$ cat config.mk
export PLATFORM = sky130hd
export DESIGN_NAME = block_mac_2x2_flat
export DESIGN_NICKNAME = d
export VERILOG_FILES = /design/src/rtl/block_mac_2x2_pkg.sv /design/src/rtl/block_mac_2x2_if.sv /design/src/rtl/block_mac_2x2_mac_lane.sv /design/src/rtl/block_mac_2x2.sv /design/src/flat_wrapper.sv
export SDC_FILE = /design/constraint.sdc
export NUM_CORES = 2
export LEC_CHECK = 0
export BUFFER_PORTS_ARGS = -buffer_cell sky130_fd_sc_hd__buf_2
export CAP_MARGIN = 30
export CORE_UTILIZATION = 60
export CTS_CLUSTER_SIZE = 16
export DETAILED_ROUTE_END_ITERATION = 6
export GPL_TIMING_DRIVEN = 0
export PLACE_DENSITY = 0.82
export SETUP_SLACK_MARGIN = 0.2
export SLEW_MARGIN = 20
export SYNTH_ARGS = -nofsm -noshare
export SYNTH_HDL_FRONTEND = slang
export SYNTH_HIERARCHICAL = 1
export SYNTH_SLANG_ARGS = --single-unit
$ cat constraint.sdc
create_clock -name clk -period 9.35 [get_ports clk]
set_clock_uncertainty 0.05 [all_clocks]
set_input_delay 0.4675 -clock clk [delete_from_list [all_inputs] [get_ports clk]]
set_output_delay 0.4675 -clock clk [all_outputs]
set_load 0.02 [all_outputs]
$ cat src/rtl/block_mac_2x2_pkg.sv
// Shared definitions for the 2x2 block multiply-accumulate stage: FSM state
// encoding and the step counter geometry used by the MAC sequencer.
package block_mac_2x2_pkg;

    typedef enum logic [1:0] {
        IDLE = 2'd0,
        MAC  = 2'd1,
        DONE = 2'd2
    } state_t;

    // One multiply-add per cycle: two products for each of the four corners.
    localparam int MAC_STEPS  = 8;
    localparam int STEP_WIDTH = $clog2(MAC_STEPS);
    localparam logic [STEP_WIDTH-1:0] LAST_STEP = STEP_WIDTH'(MAC_STEPS - 1);

endpackage

$ cat src/rtl/block_mac_2x2_if.sv
// Handshake and data bundle between the matrix-multiplier controller (master)
// and one block_mac_2x2 compute stage (slave).
interface block_mac_2x2_if #(
    parameter int DATA_WIDTH = 32
);

    logic                  ready;
    logic                  start;
    logic                  clear_acc;
    logic                  last;
    logic [DATA_WIDTH-1:0] a_ul, a_ur, a_dl, a_dr;
    logic [DATA_WIDTH-1:0] b_ul, b_ur, b_dl, b_dr;
    logic                  result_valid;
    logic [DATA_WIDTH-1:0] c_ul, c_ur, c_dl, c_dr;
    logic                  result_ack;

    modport master (
        input  ready, result_valid, c_ul, c_ur, c_dl, c_dr,
        output start, clear_acc, last,
        output a_ul, a_ur, a_dl, a_dr, b_ul, b_ur, b_dl, b_dr,
        output result_ack
    );

    modport slave (
        output ready, result_valid, c_ul, c_ur, c_dl, c_dr,
        input  start, clear_acc, last,
        input  a_ul, a_ur, a_dl, a_dr, b_ul, b_ur, b_dl, b_dr,
        input  result_ack
    );

endinterface

$ cat src/rtl/block_mac_2x2_mac_lane.sv
// Single shared multiply-add lane: sum = (clear ? 0 : acc) + (acc_en ? a*b : 0).
// Only the low DATA_WIDTH bits of the signed product are ever kept, and those
// bits are identical whether the product is formed at full or at operand
// width, so the multiply is done at operand width. Sums wrap.
module mac_lane #(
    parameter int DATA_WIDTH = 32
) (
    input  logic [DATA_WIDTH-1:0] a,
    input  logic [DATA_WIDTH-1:0] b,
    input  logic [DATA_WIDTH-1:0] acc,
    input  logic                  acc_en,
    input  logic                  clear,
    output logic [DATA_WIDTH-1:0] sum
);

    logic [DATA_WIDTH-1:0] product;
    logic [DATA_WIDTH-1:0] base;

    // Pick the starting value, then optionally add the truncated product.
    always_comb begin
        product = a * b;
        base    = clear ? '0 : acc;
        sum     = acc_en ? (base + product) : base;
    end

endmodule

$ cat src/rtl/block_mac_2x2.sv
// 2x2 block multiply-accumulate stage. Latches one A/B sub-block pair, runs
// eight sequential multiply-adds through a single mac_lane, and either waits
// for the next pair of the strip or presents the finished result square.
module block_mac_2x2
    import block_mac_2x2_pkg::*;
#(
    parameter int DATA_WIDTH = 32
) (
    input logic            clk,
    input logic            reset,
    block_mac_2x2_if.slave bus
);

    logic [DATA_WIDTH-1:0] op_a [2][2];
    logic [DATA_WIDTH-1:0] op_b [2][2];
    logic [DATA_WIDTH-1:0] acc  [4];

    state_t                state;
    logic [STEP_WIDTH-1:0] step;
    logic                  last_q;
    logic                  ready_q;
    logic                  valid_q;
    logic                  accept;

    logic [1:0]            target;
    logic [DATA_WIDTH-1:0] lane_a;
    logic [DATA_WIDTH-1:0] lane_b;
    logic [DATA_WIDTH-1:0] lane_acc;
    logic                  lane_en;
    logic                  lane_clr;
    logic [DATA_WIDTH-1:0] lane_sum;

    assign accept = bus.start && ready_q;

    // Step s updates corner s/2 (ul, ur, dl, dr) with term s%2 of its dot
    // product: A row from the corner, B column from the corner, inner index
    // from the low step bit. On acceptance with clear_acc the lane yields zero.
    always_comb begin
        target   = step[STEP_WIDTH-1:1];
        lane_a   = op_a[target[1]][step[0]];
        lane_b   = op_b[step[0]][target[0]];
        lane_acc = acc[target];
        lane_en  = (state == MAC);
        lane_clr = (state == IDLE) && accept && bus.clear_acc;
    end

    mac_lane #(
        .DATA_WIDTH(DATA_WIDTH)
    ) u_lane (
        .a      (lane_a),
        .b      (lane_b),
        .acc    (lane_acc),
        .acc_en (lane_en),
        .clear  (lane_clr),
        .sum    (lane_sum)
    );

    // Sequencer: accept a pair, step through the eight multiply-adds, then
    // return for more or hold the result until the consumer acknowledges.
    always_ff @(posedge clk or negedge reset) begin
        if (!reset) begin
            state   <= IDLE;
            step    <= '0;
            last_q  <= 1'b0;
            ready_q <= 1'b1;
            valid_q <= 1'b0;
            for (int r = 0; r < 2; r++) begin
                for (int k = 0; k < 2; k++) begin
                    op_a[r][k] <= '0;
                    op_b[r][k] <= '0;
                end
            end
            for (int i = 0; i < 4; i++) begin
                acc[i] <= '0;
            end
        end else begin
            case (state)
                IDLE: begin
                    if (accept) begin
                        op_a[0][0] <= bus.a_ul;
                        op_a[0][1] <= bus.a_ur;
                        op_a[1][0] <= bus.a_dl;
                        op_a[1][1] <= bus.a_dr;
                        op_b[0][0] <= bus.b_ul;
                        op_b[0][1] <= bus.b_ur;
                        op_b[1][0] <= bus.b_dl;
                        op_b[1][1] <= bus.b_dr;
                        last_q     <= bus.last;
                        if (bus.clear_acc) begin
                            for (int i = 0; i < 4; i++) begin
                                acc[i] <= lane_sum;
                            end
                        end
                        step    <= '0;
                        ready_q <= 1'b0;
                        state   <= MAC;
                    end
                end
                MAC: begin
                    acc[target] <= lane_sum;
                    if (step == LAST_STEP) begin
                        step <= '0;
                        if (last_q) begin
                            valid_q <= 1'b1;
                            state   <= DONE;
                        end else begin
                            ready_q <= 1'b1;
                            state   <= IDLE;
                        end
                    end else begin
                        step <= step + 1'b1;
                    end
                end
                DONE: begin
                    if (bus.result_ack) begin
                        valid_q <= 1'b0;
                        ready_q <= 1'b1;
                        state   <= IDLE;
                    end
                end
                default: begin
                    ready_q <= 1'b1;
                    valid_q <= 1'b0;
                    state   <= IDLE;
                end
            endcase
        end
    end

    assign bus.ready        = ready_q;
    assign bus.result_valid = valid_q;
    assign bus.c_ul         = acc[0];
    assign bus.c_ur         = acc[1];
    assign bus.c_dl         = acc[2];
    assign bus.c_dr         = acc[3];

endmodule

$ cat src/flat_wrapper.sv
// flat-port wrapper written by rule: the top's interface ports become plain ports
module block_mac_2x2_flat import block_mac_2x2_pkg::*;
#(
    parameter int DATA_WIDTH = 32
)
  (clk, reset, bus_ready, bus_result_valid, bus_c_ul, bus_c_ur, bus_c_dl, bus_c_dr, bus_start, bus_clear_acc, bus_last, bus_a_ul, bus_a_ur, bus_a_dl, bus_a_dr, bus_b_ul, bus_b_ur, bus_b_dl, bus_b_dr, bus_result_ack);
  block_mac_2x2_if #(.DATA_WIDTH(DATA_WIDTH)) bus_i ();
  input logic clk;
  input logic reset;
  output wire logic [$bits(bus_i.ready)-1:0] bus_ready;
  output wire logic [$bits(bus_i.result_valid)-1:0] bus_result_valid;
  output wire logic [$bits(bus_i.c_ul)-1:0] bus_c_ul;
  output wire logic [$bits(bus_i.c_ur)-1:0] bus_c_ur;
  output wire logic [$bits(bus_i.c_dl)-1:0] bus_c_dl;
  output wire logic [$bits(bus_i.c_dr)-1:0] bus_c_dr;
  input wire logic [$bits(bus_i.start)-1:0] bus_start;
  input wire logic [$bits(bus_i.clear_acc)-1:0] bus_clear_acc;
  input wire logic [$bits(bus_i.last)-1:0] bus_last;
  input wire logic [$bits(bus_i.a_ul)-1:0] bus_a_ul;
  input wire logic [$bits(bus_i.a_ur)-1:0] bus_a_ur;
  input wire logic [$bits(bus_i.a_dl)-1:0] bus_a_dl;
  input wire logic [$bits(bus_i.a_dr)-1:0] bus_a_dr;
  input wire logic [$bits(bus_i.b_ul)-1:0] bus_b_ul;
  input wire logic [$bits(bus_i.b_ur)-1:0] bus_b_ur;
  input wire logic [$bits(bus_i.b_dl)-1:0] bus_b_dl;
  input wire logic [$bits(bus_i.b_dr)-1:0] bus_b_dr;
  input wire logic [$bits(bus_i.result_ack)-1:0] bus_result_ack;
  assign bus_ready = bus_i.ready;
  assign bus_result_valid = bus_i.result_valid;
  assign bus_c_ul = bus_i.c_ul;
  assign bus_c_ur = bus_i.c_ur;
  assign bus_c_dl = bus_i.c_dl;
  assign bus_c_dr = bus_i.c_dr;
  assign bus_i.start = bus_start;
  assign bus_i.clear_acc = bus_clear_acc;
  assign bus_i.last = bus_last;
  assign bus_i.a_ul = bus_a_ul;
  assign bus_i.a_ur = bus_a_ur;
  assign bus_i.a_dl = bus_a_dl;
  assign bus_i.a_dr = bus_a_dr;
  assign bus_i.b_ul = bus_b_ul;
  assign bus_i.b_ur = bus_b_ur;
  assign bus_i.b_dl = bus_b_dl;
  assign bus_i.b_dr = bus_b_dr;
  assign bus_i.result_ack = bus_result_ack;
  block_mac_2x2 #(.DATA_WIDTH(DATA_WIDTH)) u_core (.clk(clk), .reset(reset), .bus(bus_i));
endmodule
---- Word level (Yosys, flattened, before mapping) ----
Index checks and enable logic that the tools add are counted.
storage, ports and cells
  register bits after elaboration ......... 392
  input port bits ......................... 262
  output and inout port bits .............. 130
  word-level logic and storage cells ...... 91
cells by class
  add/subtract/negate cells ............... 2
  multipliers ............................. 1
  order comparisons ....................... 5
  equal/unequal tests ..................... 9
  mux-type cells .......................... 40
  bitwise logic cells ..................... 5
  reduce and logical (&&, ||, !) cells .... 12
operators with widths
  kind                                                                      count
  64-bit 2-to-1 mux                                                         6
  32-bit 2-to-1 mux                                                         11
  128-bit 2-to-1 mux                                                        2
  128-bit case mux with 2 select lines                                      1
  128-bit bitwise mux                                                       1
  32-bit binary-select mux with 2-bit select                                1
  32-bit demux with 2-bit select                                            1
  32-bit adder                                                              1
  32-bit by 32-bit multiplier with 32-bit output                            1
  2-bit 2-to-1 mux                                                          4
  4-bit AND reduction                                                       2
  1-bit 2-to-1 mux                                                          7
  2-bit greater-or-equal comparator (second input constant)                 3
  3-bit 2-to-1 mux                                                          2
  2-bit by 1-bit inequality test with 1-bit output (second input constant)  3
  2-bit inequality test (second input constant)                             3
  1-bit NOT with 2-bit output                                               3
  1-bit case mux with 3 select lines                                        2
  2-bit case mux with 3 select lines                                        1
  3-bit case mux with 2 select lines                                        1
  3-bit AND reduction                                                       2
  1-bit logical AND                                                         4
  2-bit AND reduction                                                       2
  3-bit by 1-bit adder with 3-bit output (second input constant)            1
  9 further kinds                                                           9

---- Depth between registers and ports, before layout ----
  depth after elaboration ................. 13
  gate-level depth with buffers ........... 36
  mapped depth without buffers ............ 29

---- Modules after synthesis ----
Netlist, hierarchy kept.
by module, submodules not included
  module         instances  cells each  area each (µm²)  seq. area each (µm²)
  mac_lane       1          1,974       17,474.3         0.0
  block_mac_2x2  1          1,567       17,108.9         9,810.7

---- Least setup slack after synthesis ----
No wires, ideal clock.
  path kind ............................... register to register
  start point ............................. reg u_core.step[0]
  end point ............................... reg u_core.acc, in the netlist u_core/bus.c_dr[31]
  library setup time ...................... 67 ps
  arrival ................................. 8,517 ps
  data required time ...................... 9,233 ps
  slack ................................... 717 ps
  stages on the path, launching flop included .. 34
  buffers on the path ..................... 6
  clock period less this slack ............ 8,633 ps
  path through ............................ dfrtp_1 buf_2 buf_2 buf_4 mux4_2 clkbuf_1 clkbuf_1 and2_1 fa_1 fa_1 fa_1 inv_1 fa_1 inv_1 fa_1 inv_1 fa_1 inv_1 fa_1 inv_1 fa_1 inv_1 ha_1 buf_6 a21o_1 a221oi_2 o311ai_1 a21o_1 a2111oi_4 o311ai_1 xnor3_1 mux2i_1 nor2b_1 a22o_1
on the way
  elaborated cells on any way between the ends .. 17
  those cells by class .................... 1 x add/sub; 1 x mul; 14 x mux; 1 x bitwise
RTL lines
  what                                                       line                          RTL
  from (decl)                                                block_mac_2x2.sv:19           logic [STEP_WIDTH-1:0] step;
  from (signal assigned)                                     block_mac_2x2.sv:111          step <= step + 1'b1;
  1-bit NOT with 2-bit output (implied by the code) (*)      block_mac_2x2.sv:40           lane_a = op_a[target[1]][step[0]];
  32-bit 2-to-1 mux (implied by the code) (*) (3 in series)  block_mac_2x2.sv:40
  net u_core.lane_a[12]                                      block_mac_2x2.sv:26           logic [DATA_WIDTH-1:0] lane_a;
  32-bit by 32-bit multiplier with 32-bit output (*)         block_mac_2x2_mac_lane.sv:21  product = a * b;
  32-bit adder (*)                                           block_mac_2x2_mac_lane.sv:23  sum = acc_en ? (base + product) : base;
  32-bit 2-to-1 mux (*)                                      block_mac_2x2_mac_lane.sv:23
  net u_core.lane_sum[31]                                    block_mac_2x2.sv:31           logic [DATA_WIDTH-1:0] lane_sum;
  128-bit 2-to-1 mux                                         block_mac_2x2.sv:89           if (bus.clear_acc) begin
  128-bit 2-to-1 mux                                         block_mac_2x2.sv:79           if (accept) begin
  128-bit case mux with 2 select lines (*)                   block_mac_2x2.sv:77           case (state)
  to (signal, indexed assignment)                            block_mac_2x2.sv:91           acc[i] <= lane_sum;
  to (signal, indexed assignment)                            block_mac_2x2.sv:100          acc[target] <= lane_sum;
  to (decl)                                                  block_mac_2x2.sv:16           logic [DATA_WIDTH-1:0] acc [4];
The timed path passes the listed nets; every way through them passes the cells marked *. The select of a mux whose other input is x is not followed.
A chain may end at the register's enable or synchronous reset.

---- Final worst setup path ----
  start point ............................. reg u_core.step[0]
  end point ............................... reg u_core.acc, in the netlist u_core/bus.c_ur[29]
on the way
  longest elaborated chain between the ends .. 13
  elaborated cells on any way between the ends .. 17
  those cells by class .................... 1 x add/sub; 1 x mul; 14 x mux; 1 x bitwise
ends and longest elaborated chain
  what                                                       line                          RTL
  1-bit NOT with 2-bit output (implied by the code) (*)      block_mac_2x2.sv:41           lane_b = op_b[step[0]][target[0]];
  64-bit 2-to-1 mux (implied by the code) (*) (3 in series)  block_mac_2x2.sv:41
  32-bit 2-to-1 mux (implied by the code) (*) (3 in series)  block_mac_2x2.sv:41
  net u_core.lane_b[5]                                       block_mac_2x2.sv:27           logic [DATA_WIDTH-1:0] lane_b;
  32-bit by 32-bit multiplier with 32-bit output (*)         block_mac_2x2_mac_lane.sv:21
  32-bit adder (*)                                           block_mac_2x2_mac_lane.sv:23
  32-bit 2-to-1 mux (*)                                      block_mac_2x2_mac_lane.sv:23
  net u_core.lane_sum[29]                                    block_mac_2x2.sv:31
  128-bit 2-to-1 mux                                         block_mac_2x2.sv:89
  128-bit 2-to-1 mux                                         block_mac_2x2.sv:79
  128-bit case mux with 2 select lines (*)                   block_mac_2x2.sv:77
Marked as above.

==> run summary <==
status: finished, final reports clean
routability cong.: 0.982
worst-path maximum fanout: 10
FMAX: 110 MHz
Min-Delay Startpoint: bus_a_dl[12]
total number of vias: 29,100
Min-Delay Path Depth: 3
top post-synthesis cells by area: dfrtp_1, fa_1, nand2_1
asr flop ratio synth: 100%
final setup fails: 0
pin count of the biggest net entering global routing: 100
clock latency at the later pin of the worst-skew pair: 570 ps
Yosys top cell area share: 28.3%
Most used DFF post-synth: dfrtp_1
CTS root buf: clkbuf_16
detailed placement HPWL: 87,400 um
cell mode on critical path: fa_1
FF-to-FF setup slack: 250 ps
Cells after Synth: 3,541
Routed WL: 114,000 um
area of the die: 58,600 um2
Mean Syn Cell Area: 9.77 um2
initial antenna violation count: 7
io pins: 392
Worst-path clk slew: 60 ps
crit path capture type: register
DR iter-0 viols: 3,440
CORE AREA: 56,700 um2
RSZ-0062 raised after global routing: yes
Net count, final: 4,857
most frequent cell after synthesis: nand2_1
DRT antenna net count: 0
RR Startpoint: u_core/step[0]
die width: 242 um
met1 Use GR: 50.5%
first-pass iteration count of the detailed router: 6
initial core utilization: 61.0%
met2 usage: 59.7%
WL/cell: 23.6 um
grt met3 use: 10.5%
delay-heaviest family, CP: adder cells
fraction of layout instances using a drive strength above 1: 20.4%
Post-synth top cells: nand2_1, inv_1, fa_1
post-synthesis sequential area ratio: 28.4%
H-tree lvl count: 2
gr busiest metal: met2
Die Y: 242 um
remaining global-route overflow: 0
crit path kind: register to register
Critical Path Start Type: register
Slew HR: 24.2%
PortBufs: 391
Hold EP: u_core/op_a[44]
All-Layer GR Usage: 38.8%
vias in the first global route: 29,200
CTS tree: built
post-synthesis register bit count: 392
Final Hold Viols: 0
critical path's slowest cell: mux4_2
RR Endpoint: u_core/bus.c_ur[29]
Slew Limit Fails: 0
Max Cap Viol: 0
EDFF count, synth: 0
WP buf/inv: 8
deepest clock path buffer count: 3
Synth cell types: 70
DR vias/cell: 6.03
Worst Path Required: 9760 ps
largest area contributor in the netlist: dfrtp_1
worst-margin pin slew: 1140 ps
CP max stage delay: 670 ps
clock sink count: 392
Syn Std Cell Area: 34,600 um2
Num CTS Buffers: 41
DRC viols: 0
DP Worst Slack: -1030 ps
YS warnings: 6
post-synth net total: 4,367
Hold WC Path Type: input pin to register
Fillers: 4,005
Std-Cell Rows: 87
worst path arrival time: 9500 ps
minimum clock period after layout: 9100 ps
Final WS setup: 252 ps
global-route wire length before repair: 171,000 um
reg2reg path depth: 28
Setup Total Neg Slack: 0 ps
area grow syn2layout: 15.9%
crit share post-route: 97.3%
## worst max path at each step
stage	cells after the start	slack (ps)	endpoint	start
2_1_floorplan	33	720	u_core/bus.c_dr[31]	u_core/step[0]
3_3_place_gp	35	-960	u_core/bus.c_dr[31]	u_core/step[0]
3_5_place_dp	35	-1030	u_core/bus.c_dr[31]	u_core/step[0]
4_1_cts	30	210	u_core/bus.c_dr[31]	u_core/step[1]
5_1_grt	29	140	u_core/bus.c_ur[28]	u_core/step[0]
6_report	28	250	u_core/bus.c_ur[29]	u_core/step[0]
## layout by cell type (no fill, tap or decap), types with 4 or more instances in the layout
cell type,count
a21o_1,11
a21oi_1,21
a22o_1,128
and2_1,333
buf_12,10
buf_16,4
buf_2,471
buf_4,65
buf_6,19
buf_8,9
bufinv_16,6
clkbuf_1,44
clkbuf_16,43
clkbuf_2,23
clkbuf_4,9
clkbuf_8,11
dfrtp_1,390
diode_2,5
fa_1,435
ha_1,124
inv_1,503
mux2_2,12
mux2i_1,4
mux4_2,96
nand2_1,994
nand2b_1,17
nand3_1,13
nor2_1,13
nor2b_1,45
nor2b_4,4
o21ai_0,21
o21ai_1,5
o31ai_1,5
xnor2_1,64
xor2_1,18
## cells by family after synthesis
logic type | after synthesis | synth area share [%]
AOI/OAI and AO/OA | 233 | 5.55
xor gates and xnor gates | 83 | 2.14
adders and majority gates | 564 | 29.9
buffers and inverters | 708 | 8.31
DFF | 392 | 28.4
muxes | 112 | 6.76
and+or+nand+nor | 1449 | 19.0
## worst reg2reg max path, delay by kind of cell, from the launching register on
| kind | cells | cell delay, ps |
|---|---|---|
| xor+xnor | 1 | 160 |
| mux | 2 | 950 |
| fa+ha+maj | 9 | 4420 |
| compound gates | 6 | 1460 |
| flops | 1 | 510 |
| buf+inv | 8 | 1050 |
| simple gates | 2 | 400 |
## routing by layer
metal	routed length, um	vias to the layer above
met1	40100	14500
met4	7350	10
met3	14100	484
li1	-	11900
met5	66	-
met2	52300	2132
## timing repair
action / 4_1_cts / 5_1_grt
hold buffers: 1 / 0
setup endpoints to repair: 68 / 38
setup buffers: 18 / 36
cloned: 0 / 1
hold endpoints to repair: 41 / 0
pin swaps: 2 / 18
resized for setup: 103 / 113
## through the flow
step           area (um2)  hold slack (ps)  std cells  utilization [%]
2_1_floorplan       34600              122       3541                -
3_3_place_gp        37500              402       4688             66.1
3_5_place_dp        37600              334       4692             66.3
4_1_cts             39500             21.6       4779             69.6
5_1_grt             40100             33.8       4818             70.6
6_report            40100             29.2       4822             70.6
## sequential cells by signal (all words and copies together) (netlist names)
| signal | flops |
|---|---|
| u_core/bus.result_valid | 1 |
| u_core/bus.ready | 1 |
| u_core/op_a | 128 |
| u_core/bus.c_ur | 32 |
| u_core/op_b | 128 |
| u_core/bus.c_dl | 32 |
| u_core/last_q | 1 |
| u_core/bus.c_ul | 32 |
| u_core/state | 2 |
| u_core/bus.c_dr | 32 |
| u_core/step | 3 |
## layout make-up
| cell class | instances | area (um2) | share of cell area, % |
|---|---|---|---|
| Sequential cell | 392 | 9810 | 24.5 |
| Buffer | 198 | 1310 | 3.28 |
| Tap cell | 756 | 946 | 2.36 |
| Clock inverter | 13 | 244 | 0.609 |
| Inverter | 505 | 1900 | 4.73 |
| Timing Repair Buffer | 452 | 2560 | 6.40 |
| Clock buffer | 60 | 1220 | 3.04 |
| Antenna cell | 5 | 12.5 | 0.0312 |
| Multi-Input combinational cell | 2441 | 22100 | 55.1 |
Power is not shown: default switching activity piles up to over one toggle a cycle in this logic, so the estimate is an artifact.
